`src/rtl/sb_msg_tx_engine.sv`:
```
// Sideband message transmitter: serialises 64-bit LTSM packets and the 64-UI clock pattern.
// Optional build macro SB_TX_PARITY_EN fills the CP bit with even parity over bits [61:0].
module sb_msg_tx_engine #(
  parameter int SB_MSG_WIDTH = 4,
  parameter int GAP_UI       = 32,
  parameter int PATTERN_ITER = 2
) (
  input  logic                    i_clk,
  input  logic                    i_rst_n,
  input  logic                    i_start_pattern_req,
  input  logic [SB_MSG_WIDTH-1:0] i_encoded_msg,
  input  logic                    i_msg_valid,
  output logic                    o_start_pattern_done,
  output logic                    o_busy,
  output logic                    o_sb_data,
  output logic                    o_sb_clk_en,
  output logic                    o_err_unsupported
);

  typedef enum logic [2:0] {
    IDLE     = 3'd0,
    PATTERN  = 3'd1,
    PKT      = 3'd2,
    GAP      = 3'd3,
    PAT_HOLD = 3'd4
  } state_e;

  localparam int ITER_W = (PATTERN_ITER > 1) ? $clog2(PATTERN_ITER) : 1;

  localparam logic [6:0]        PKT_LAST  = 7'd63;
  localparam logic [6:0]        PAT_LAST  = 7'd63;
  localparam logic [6:0]        GAP_LAST  = 7'(GAP_UI - 1);
  localparam logic [ITER_W-1:0] ITER_LAST = ITER_W'(PATTERN_ITER - 1);

  localparam logic [SB_MSG_WIDTH-1:0] CODE_1 = SB_MSG_WIDTH'(1);
  localparam logic [SB_MSG_WIDTH-1:0] CODE_2 = SB_MSG_WIDTH'(2);
  localparam logic [SB_MSG_WIDTH-1:0] CODE_3 = SB_MSG_WIDTH'(3);

  state_e              state_q, state_d;
  logic [6:0]          ui_cnt_q, ui_cnt_d;
  logic [ITER_W-1:0]   iter_cnt_q, iter_cnt_d;
  logic [63:0]         shift_q, shift_d;
  logic                err_q, err_d;

  logic [7:0] msg_code;
  logic [7:0] sub_code;
  logic       code_ok;
  logic       code_bad;
  logic       can_accept;
  logic       accept;
  logic       reject;

  function automatic logic [63:0] build_pkt(input logic [7:0] msgcode,
                                            input logic [7:0] subcode);
    logic [63:0] pkt;
    pkt        = '0;
    pkt[4:0]   = 5'b10010;
    pkt[21:14] = msgcode;
    pkt[39:32] = subcode;
`ifdef SB_TX_PARITY_EN
    pkt[62]    = ^pkt[61:0];
`endif
    return pkt;
  endfunction

  // Message decode; code 0 is neither supported nor an error.
  always_comb begin
    msg_code = 8'h00;
    sub_code = 8'h00;
    code_ok  = 1'b0;
    case (i_encoded_msg)
      CODE_1: begin msg_code = 8'h91; sub_code = 8'h00; code_ok = 1'b1; end
      CODE_2: begin msg_code = 8'h95; sub_code = 8'h01; code_ok = 1'b1; end
      CODE_3: begin msg_code = 8'h9A; sub_code = 8'h01; code_ok = 1'b1; end
      default: ;
    endcase
  end

  assign code_bad   = (i_encoded_msg > CODE_3);
  assign can_accept = (state_q == IDLE) || (state_q == PAT_HOLD);
  assign accept     = can_accept && i_msg_valid && code_ok;
  assign reject     = can_accept && i_msg_valid && code_bad;

  // State register
  always_ff @(posedge i_clk or negedge i_rst_n) begin
    if (!i_rst_n) begin
      state_q <= IDLE;
    end else begin
      state_q <= state_d;
    end
  end

  // Next-state logic
  always_comb begin
    state_d = state_q;
    case (state_q)
      IDLE: begin
        if (accept) begin
          state_d = PKT;
        end else if (i_start_pattern_req && !i_msg_valid) begin
          state_d = PATTERN;
        end
      end
      PATTERN: begin
        if ((ui_cnt_q == PAT_LAST) && (iter_cnt_q == ITER_LAST)) begin
          state_d = PAT_HOLD;
        end
      end
      PKT: begin
        if (ui_cnt_q == PKT_LAST) begin
          state_d = GAP;
        end
      end
      GAP: begin
        if (ui_cnt_q == GAP_LAST) begin
          state_d = IDLE;
        end
      end
      PAT_HOLD: begin
        if (accept) begin
          state_d = PKT;
        end else if (!i_start_pattern_req) begin
          state_d = IDLE;
        end
      end
      default: state_d = IDLE;
    endcase
  end

  // Outputs are decoded from state so reset clears them without waiting for a clock.
  always_comb begin
    o_busy               = 1'b0;
    o_sb_data            = 1'b0;
    o_sb_clk_en          = 1'b0;
    o_start_pattern_done = 1'b0;
    o_err_unsupported    = err_q;
    case (state_q)
      PATTERN: begin
        o_busy      = 1'b1;
        o_sb_clk_en = 1'b1;
        o_sb_data   = ~ui_cnt_q[0];
      end
      PKT: begin
        o_busy      = 1'b1;
        o_sb_clk_en = 1'b1;
        o_sb_data   = shift_q[0];
      end
      GAP: begin
        o_busy = 1'b1;
      end
      PAT_HOLD: begin
        o_start_pattern_done = 1'b1;
      end
      default: ;
    endcase
  end

  // Counters restart on every state change, so no counter ever wraps inside a state.
  always_comb begin
    ui_cnt_d   = ui_cnt_q;
    iter_cnt_d = iter_cnt_q;
    shift_d    = shift_q;
    err_d      = reject;
    if (state_d != state_q) begin
      ui_cnt_d   = '0;
      iter_cnt_d = '0;
    end else begin
      case (state_q)
        PKT, GAP: begin
          ui_cnt_d = ui_cnt_q + 7'd1;
        end
        PATTERN: begin
          if (ui_cnt_q == PAT_LAST) begin
            ui_cnt_d   = '0;
            iter_cnt_d = iter_cnt_q + ITER_W'(1);
          end else begin
            ui_cnt_d = ui_cnt_q + 7'd1;
          end
        end
        default: begin
          ui_cnt_d   = '0;
          iter_cnt_d = '0;
        end
      endcase
    end
    if (state_q == PKT) begin
      shift_d = {1'b0, shift_q[63:1]};
    end
    if (accept) begin
      shift_d = build_pkt(msg_code, sub_code);
    end
  end

  always_ff @(posedge i_clk or negedge i_rst_n) begin
    if (!i_rst_n) begin
      ui_cnt_q   <= '0;
      iter_cnt_q <= '0;
      shift_q    <= '0;
      err_q      <= 1'b0;
    end else begin
      ui_cnt_q   <= ui_cnt_d;
      iter_cnt_q <= iter_cnt_d;
      shift_q    <= shift_d;
      err_q      <= err_d;
    end
  end

endmodule
```
`config.mk`:
```
export PLATFORM = sky130hd
export DESIGN_NAME = sb_msg_tx_engine
export DESIGN_NICKNAME = d
export VERILOG_FILES = /design/src/rtl/sb_msg_tx_engine.sv
export SDC_FILE = /design/constraint.sdc
export NUM_CORES = 1
export LEC_CHECK = 0
export CORE_MARGIN = 2
export CORE_UTILIZATION = 25
export DETAILED_ROUTE_END_ITERATION = 8
export PLACE_DENSITY_LB_ADDON = 0.3
export SLEW_MARGIN = 20
export SYNTH_ARGS = -nofsm -noshare
export SYNTH_HDL_FRONTEND = slang
export SYNTH_SLANG_ARGS = --single-unit
```
`constraint.sdc`:
```
create_clock -name i_clk -period 2 [get_ports i_clk]
set_input_delay 0.4 -clock i_clk [delete_from_list [all_inputs] [get_ports i_clk]]
set_output_delay 0.4 -clock i_clk [all_outputs]
set_load 0.02 [all_outputs]
```
# == Word level (Yosys, flattened, before mapping) ==
# Index checks and enable logic that the tools add are counted.
# totals
ff_bits,76
in_bits,8
output_inout_bits,5
elab_cells,59
# classes
add_sub_neg,2
order_cmp,1
n_eq_ne,12
muxes,23
n_bitwise,1
n_reduce_logical,15
# ops
operator,count
2-to-1 mux 64 bit,2
case mux 8 bit (3 select lines),1
2-to-1 mux 3 bit,7
case mux 3 bit (5 select lines),1
2-to-1 mux 7 bit,2
case mux 7 bit (2 select lines),1
equality test 4 x 2 -> 1 bit (second input constant),2
adder 7 x 1 -> 7 bit (second input constant),1
equality test 7 x 5 -> 1 bit (second input constant),1
equality test 7 x 6 -> 1 bit (second input constant),1
2-to-1 mux 1 bit,7
equality test 3 x 2 -> 1 bit (second input constant),2
OR reduction 2 bit,3
OR reduction 3 bit,2
logical AND 1 bit,5
equality test 4 x 1 -> 1 bit (second input constant),1
greater-than comparator 4 x 2 -> 1 bit (second input constant),1
case mux 1 bit (2 select lines),2
equality test 3 x 1 -> 1 bit (second input constant),1
equality test 3 bit (second input constant),1
logical NOT 3 bit,1
!= test 3 bit,1
!= test 3 bit (second input constant),1
!= test 2 bit (second input constant),1
6 further kinds,6

# == Longest topological paths before layout ==
# Gate-level depths: netlist of the first run.
# depth
ltp_word,9
depth_mapped,7
depth_no_buf,5

# == Worst setup path after synthesis of the first run ==
# Ideal clock, no wire load.
# synth_path
path_kind,register -> register
start,reg ui_cnt_q[0]
end,reg ui_cnt_q[3]
t_arrival_ns,1.474
path_slack_ns,0.446
path_stages_with_launch,6
period_less_slack_ns,1.554
cell_sequence,dfrtp_1 -> ha_1 -> nand4_2 -> nor2_1 -> a221o_2 -> nor3_2
# synth_between
elab_chain_cells,6
word_cells_on_any_way,12
cone_classes,1 x add/sub; 3 x eq/ne; 7 x mux; 1 x reduce/logical
# synth_lines
element,line_no,text
from (decl),40,"logic [6:0] ui_cnt_q, ui_cnt_d;"
from (signal assigned),201,ui_cnt_q <= ui_cnt_d;
"parallel branches: the longest is 5 deep, another holds adder 7 x 1 -> 7 bit",--,
2-to-1 mux 7 bit *,164,if (state_d != state_q) begin
net ui_cnt_d[3],40,
# Mark *: on every way through the listed nets, which the timed path passes.
# A chain may end at the register's enable or synchronous reset.

# == Final worst setup path of the first run ==
# layout_path
start,reg state_q[1]
end,out o_start_pattern_done
# layout_between
elab_chain_cells,2
# layout_lines
element,line_no,text
from (decl),39,"state_e state_q, state_d;"
from (signal assigned),89,state_q <= state_d;
equality test 3 bit,137,case (state_q)
2-to-1 mux 1 bit,137,
to (decl),13,"output logic o_start_pattern_done,"
# Every way passes these cells.

==> impl_metrics.json, run 1 <==
{
  "critPathLaunchType": "register",
  "globalRouteTotalUtil_pct": 10.8,
  "fin_util_pct": 30.4,
  "netlist_instances": 227,
  "timing.slew.headroom_pct": 63.5,
  "numPortBuffers": 12,
  "antenna_cells": 0,
  "dp.cells": 346,
  "synth_fp_nets": 236,
  "period_needed_ps": 1900,
  "dpl.hpwl_um": 3180,
  "drtAntennaViolNets": 0,
  "clk_latency_ps": 300,
  "detail_route.iter0.violations": 117,
  "rsz0062_at_grt": "no",
  "leading_cell_types_by_count_after_synthesis": "nand2_1, dfrtp_1, a21oi_1, nor2_1, nand3_1",
  "coreArea_mm2": 0.00822,
  "grt_antenna_before_repair": 0,
  "final-max-slew-violation-count": 0,
  "route.vias.total": 1625,
  "ys_async_sr_fraction_pct": 100,
  "finalWorstSetupSlack_ps": 97.5,
  "postSynthRegisterBits": 45,
  "syn-mean-instance-area_um2": 9.30,
  "design.portCount": 13,
  "worst_pin_slew_ps": 548,
  "synth.area.top_cells": "dfrtp_1, nand2_1, a21oi_1",
  "post_cts_resized": 4,
  "run_status": "finished clean",
  "timing.critical_path.fanout_max": 8,
  "synth_top_area_share_pct": 53.3,
  "worstPathRequired_ps": 1600,
  "post-synth-top-count-cell": "nand2_1",
  "synthDistinctLibCells": 39,
  "maximum_capacitance_violations": 0,
  "leakagePower_nw": 1.08,
  "syn_area_mm2": 0.00211,
  "routedWlPerCell_um": 12.9,
  "seq_area_frac_synth_pct": 53.3,
  "fin_nets": 257,
  "die-height_um": 95.9,
  "final_clock_skew_ps": 11.9,
  "global_route_wire_length_before_repair_um": 7710,
  "finalHoldWorstSlack_ps": 78.8,
  "cts.repair_timing.setup_buffer_count": 0,
  "timing.final.crit_share_pct": 95.1,
  "globalplace.congestion": 0.786,
  "timing.critical_path.to_type": "output port",
  "clockBufferDepth": 2,
  "tns_ps": 0,
  "pin_count_of_the_biggest_net_entering_global_routing": 30,
  "via_count_of_the_first_global_routing_pass": 1612,
  "grt_overflow_total": 0,
  "peakVddDrop_mv": 0.284,
  "cts_hold_buffers": 0,
  "hold_path_class": "in -> async",
  "route.detailed.drc": 0,
  "vias_per_cell": 4.59,
  "layout.cells.non_filler": 354,
  "final-hold-violation-count": 0,
  "cts_tree": "built",
  "layout.filler_cells": 877,
  "tritoncts_num_sinks": 45,
  "cts_made_buffers": 5,
  "floorplan.die.width_um": 95.9,
  "totalWireLength_um": 4560,
  "share_of_layout_cells_above_drive_strength_1_pct": 14.5,
  "fp.dieArea_mm2": 0.00920,
  "maximum_clock_frequency_mhz": 526,
  "cts-root-buf": "clkbuf_8",
  "synth_ff_type": "dfrtp_1",
  "power.density_mw_per_mm2": 612,
  "dr.pass1.iters": 4,
  "syn_to_final_growth_pct": 18.4,
  "yosys_warnings": 0,
  "count_of_flip_flops_with_a_built_in_enable_after_synthesis": 0,
  "timing.final.setup_violations": 0,
  "worst_ep_arrival_time_ps": 1500,
  "netlist.top_cell.by_area": "dfrtp_1",
  "pre_cts_ws_ps": 108,
  "floorplan.rows": 33,
  "start_util_pct": 25.7,
  "htree_num_levels": 2,
  "worst_setup_path_class": "reg -> out",
  "cts.clk_slew.worst_paths_ps": 90
}
==> critical path, cell delays in order (launching register included) <==
cell	delay [ps]
dfrtp_1	420
buf_4	180
nor3_1	250
dlygate4sd2_1	360
==> placed cells by master, fill, tap and decap left out, drive strengths merged, types with 2 or more instances in the layout <==
cell	synthesis	routed
a21oi	28	28
a31oi	3	3
a32o	2	2
and3	2	2
buf	14	17
clkbuf	0	5
clkdlybuf4s50	0	7
clkinv	1	2
dfrtp	45	45
dlygate4sd2	0	3
inv	5	6
mux2i	3	3
nand2	63	63
nand2b	3	3
nand3	9	9
nor2	12	12
nor3	7	7
nor4	3	3
o21ai	8	8
xnor2	2	2
xor2	2	2
==> area by class of cell <==
| type | count | area [µm²] | share of cell area [%] |
|---|---|---|---|
| Tap cell | 105 | 131 | 5.26 |
| Inverter | 6 | 22.5 | 0.901 |
| Multi-Input combinational cell | 162 | 873 | 34.9 |
| Clock inverter | 3 | 21.3 | 0.851 |
| Clock buffer | 5 | 68.8 | 2.75 |
| Timing Repair Buffer | 28 | 256 | 10.3 |
| Sequential cell | 45 | 1130 | 45.0 |
==> power by group <==
part	internal, W	total, W	switching (W)
Clock	0.000248	0.000577	0.000329
Combinational	0.0000168	0.0000435	0.0000268
Sequential	0.000909	0.000909	0
Total	0.00117	0.00153	0.000356
==> layer usage <==
layer  track usage (%)  vias to the layer above  wire length [µm]
li1                  -                      812                 -
met1              14.9                      784              2310
met2              17.2                       24              2070
met3              2.58                        5               138
met4              2.50                        0                49
met5                 0                        -                 0
==> registers in the layout, summed over array words and instances (netlist names) <==
name and count:
ui_cnt_q 7, o_err_unsupported 1, state_q 3, shift_q 33, iter_cnt_q 1
==> kinds of logic after synthesis <==
group                      Yosys count  synth area share, %
buffers and inverters               20                 5.45
adders and majority gates            1                0.592
DFF                                 45                 53.3
and+or+nand+nor                    103                 22.7
AOI/OAI and AO/OA                   51                 14.9
xor gates and xnor gates             4                 1.66
muxes                                3                 1.42
==> through the flow <==
stage | power (W) | area (µm²)
floorplan | 0.000929 | 2110
global placement | 0.000972 | 2410
detailed placement | 0.000973 | 2410
CTS | 0.00156 | 2500
global route | 0.00162 | 2500
finish | 0.00153 | 2500
==> worst paths after layout <==
path	start	endpoint	slack, ps	depth (start not counted)
min reg2reg	shift_q[2]$_DFFE_PN0P_	shift_q[1]$_DFFE_PN0P_	490	2
max in group asynchronous	i_rst_n	state_q[0]$_DFF_PN0_	1340	2
max reg2reg	ui_cnt_q[0]$_DFF_PN0_	ui_cnt_q[5]$_DFF_PN0_	270	5
max	state_q[1]$_DFF_PN0_	o_start_pattern_done	100	3
min	i_rst_n	ui_cnt_q[1]$_DFF_PN0_	80	1
min in group i_clk	shift_q[2]$_DFFE_PN0P_	shift_q[1]$_DFFE_PN0P_	490	2
No activity file was read; power rests on OpenSTA's default activity.
==> inputs of run 2 (changes only) <==
--- a/config.mk
+++ b/config.mk
@@ -7,9 +7,9 @@
 export LEC_CHECK = 0
 export CORE_MARGIN = 2
 export CORE_UTILIZATION = 25
+export CTS_BUF_LIST = sky130_fd_sc_hd__clkbuf_2
 export DETAILED_ROUTE_END_ITERATION = 8
 export PLACE_DENSITY_LB_ADDON = 0.3
-export SLEW_MARGIN = 20
 export SYNTH_ARGS = -nofsm -noshare
 export SYNTH_HDL_FRONTEND = slang
 export SYNTH_SLANG_ARGS = --single-unit
==> run 2 against run 1 <==
Against the previous run:
- setup slack better by 44 ps
- register-to-register slack worse by 20 ps
- hold slack better by 360 ps
- critical path type unchanged
- largest cell class unchanged
==> impl_metrics.json, run 2 (same netlist as run 1, synthesis figures left out) <==
{
  "run_status": "finished clean",
  "final_clock_skew_ps": 31.6,
  "floorplan.die.width_um": 95.9,
  "registers_with_the_most_flip_flops": "shift_q x33, ui_cnt_q x7, state_q x3",
  "rsz0062_at_grt": "no",
  "finalWorstSetupSlack_ps": 141,
  "numPortBuffers": 12,
  "route.vias.total": 1638,
  "hold_path_class": "in -> async",
  "worstPathRequired_ps": 1600,
  "fin_nets": 258,
  "cts_tree": "built",
  "worst_pin_slew_ps": 552,
  "totalWireLength_um": 4580,
  "grt_antenna_before_repair": 0,
  "dr.pass1.iters": 4,
  "layout_commonest_cell": "nand2_1",
  "power.density_mw_per_mm2": 555,
  "timing.final.crit_share_pct": 92.9,
  "sw_frac_of_total_pct": 25.5,
  "timing.final.setup_violations": 0,
  "clockBufferDepth": 2,
  "period_needed_ps": 1860,
  "net-switching-power_w": 0.000348,
  "globalRouteTotalUtil_pct": 10.9,
  "grt_overflow_total": 0,
  "start_util_pct": 25.7,
  "detailed_place.area_mm2": 0.00241,
  "worst_ep_arrival_time_ps": 1460,
  "pre_cts_ws_ps": 108,
  "global_route_wire_length_before_repair_um": 7700,
  "timing.critical_path.to_type": "output port",
  "flop_pwr_share_pct": 66.8,
  "comb_power_share_pct": 3.3,
  "peakVddDrop_mv": 0.181,
  "cts-root-buf": "clkbuf_2",
  "largest_register_ffs": 33,
  "htree_num_levels": 2,
  "post-route-cell-area_mm2": 0.00246,
  "pin_count_of_the_biggest_net_entering_global_routing": 30,
  "critPathLaunchType": "register",
  "drtAntennaViolNets": 0,
  "routedWlPerCell_um": 12.9,
  "tritoncts_num_sinks": 45,
  "tns_ps": 0,
  "cell_internal_pwr_w": 0.00102,
  "final-hold-violation-count": 0,
  "globalplace.congestion": 0.786,
  "worst_setup_path_class": "reg -> out",
  "critPathLaunch": "state_q[1]$_DFF_PN0_",
  "clk_latency_ps": 430,
  "vias_per_cell": 4.61,
  "via_count_of_the_first_global_routing_pass": 1596,
  "regMostFlops": "shift_q",
  "timing.slew.headroom_pct": 63.2,
  "fp.dieArea_mm2": 0.00920,
  "final_cell_mix": "nand2_1, dfrtp_1, a21oi_1, buf_4, nor2_1",
  "dpl.hpwl_um": 3180,
  "antenna_cells": 0,
  "timing.critical_path.fanout_max": 8,
  "route.detailed.drc": 0,
  "layout.filler_cells": 884,
  "total_power_w": 0.00137,
  "clkPwrFrac_pct": 29.9,
  "r2r_cells": 5,
  "floorplan.rows": 33,
  "syn_to_final_growth_pct": 16.6,
  "leakagePower_nw": 1.08,
  "cts.clk_slew.worst_paths_ps": 250,
  "design.portCount": 13,
  "die-height_um": 95.9,
  "final-max-slew-violation-count": 0,
  "share_of_layout_cells_above_drive_strength_1_pct": 17.2,
  "maximum_capacitance_violations": 0,
  "maximum_clock_frequency_mhz": 538,
  "cts_made_buffers": 5,
  "r2r_start": "ui_cnt_q[0]$_DFF_PN0_",
  "detail_route.iter0.violations": 110,
  "coreArea_mm2": 0.00822
}
[run 2: cell types whose count changed in the layout (fill, tap and decap cells not counted), sizes merged]
| cell | delta |
|---|---|
| clkbuf | +1 |
| dlygate4sd2 | -3 |
| clkdlybuf4s15 | -1 |
| buf | +3 |
| dlygate4sd3 | +1 |
[run 2: final cells by class]
type	instances	area (µm²)	area share, %
clock buffer	5	25.0	1.02
clock inverter	3	21.3	0.863
inverter	6	22.5	0.914
multi-input combinational	162	886	36.0
sequential	45	1130	45.8
tap	105	131	5.33
timing repair buffer	29	250	10.2
[run 2: timing repair]
| action | CTS | global route |
|---|---|---|
| cloned | 0 | 0 |
| hold buffers | 1 | 0 |
| hold endpoints to repair | 22 | 0 |
| setup buffers | 0 | 0 |
| gates resized for setup | 15 | 4 |
| setup endpoints to repair | 4 | 4 |
[run 2: final timing paths]
path | to | slack (ps)
setup / recovery | o_start_pattern_done | 140
hold reg to reg | shift_q[1]$_DFFE_PN0P_ | 500
hold / removal | shift_q[10]$_DFFE_PN0P_ | 440
min in group i_clk | shift_q[1]$_DFFE_PN0P_ | 500
setup reg to reg | ui_cnt_q[5]$_DFF_PN0_ | 250
max in group asynchronous | shift_q[3]$_DFFE_PN0P_ | 960
[run 2: power by group through the flow]
stage | Combinational (W) | Clock (W) | Sequential (W)
floorplan | 0.00000178 | 0 | 0.000927
global placement | 0.0000452 | 0 | 0.000927
detailed placement | 0.0000456 | 0 | 0.000927
CTS | 0.0000471 | 0.000435 | 0.000912
global route | 0.0000515 | 0.000478 | 0.000913
finish | 0.0000453 | 0.000409 | 0.000912
[run 2: layer usage]
| metal | up-vias | GRT usage, % | part of all wire, % |
|---|---|---|---|
| li1 | 814 | - | - |
| met1 | 797 | 14.9 | 50 |
| met2 | 20 | 16.9 | 45 |
| met3 | 7 | 2.11 | 3.1 |
| met4 | 0 | 4.29 | 1.6 |
| met5 | - | 0 | 0 |
[run 2: worst max-delay path, stage by stage (launching register included)]
cell and delay [ps]:
dfrtp_1 470, buf_4 180, nor3_2 190, buf_2 190
[run 2: metrics by stage]
stage / instances / utilization (%) / hold slack (ps)
after CTS: 355 / 30.1 / 414
final: 355 / 30.0 / 442
after global placement: 346 / 29.4 / 418
after detailed placement: 346 / 29.4 / 425
after global routing: 355 / 30.0 / 435
after floorplan: 227 / - / 104
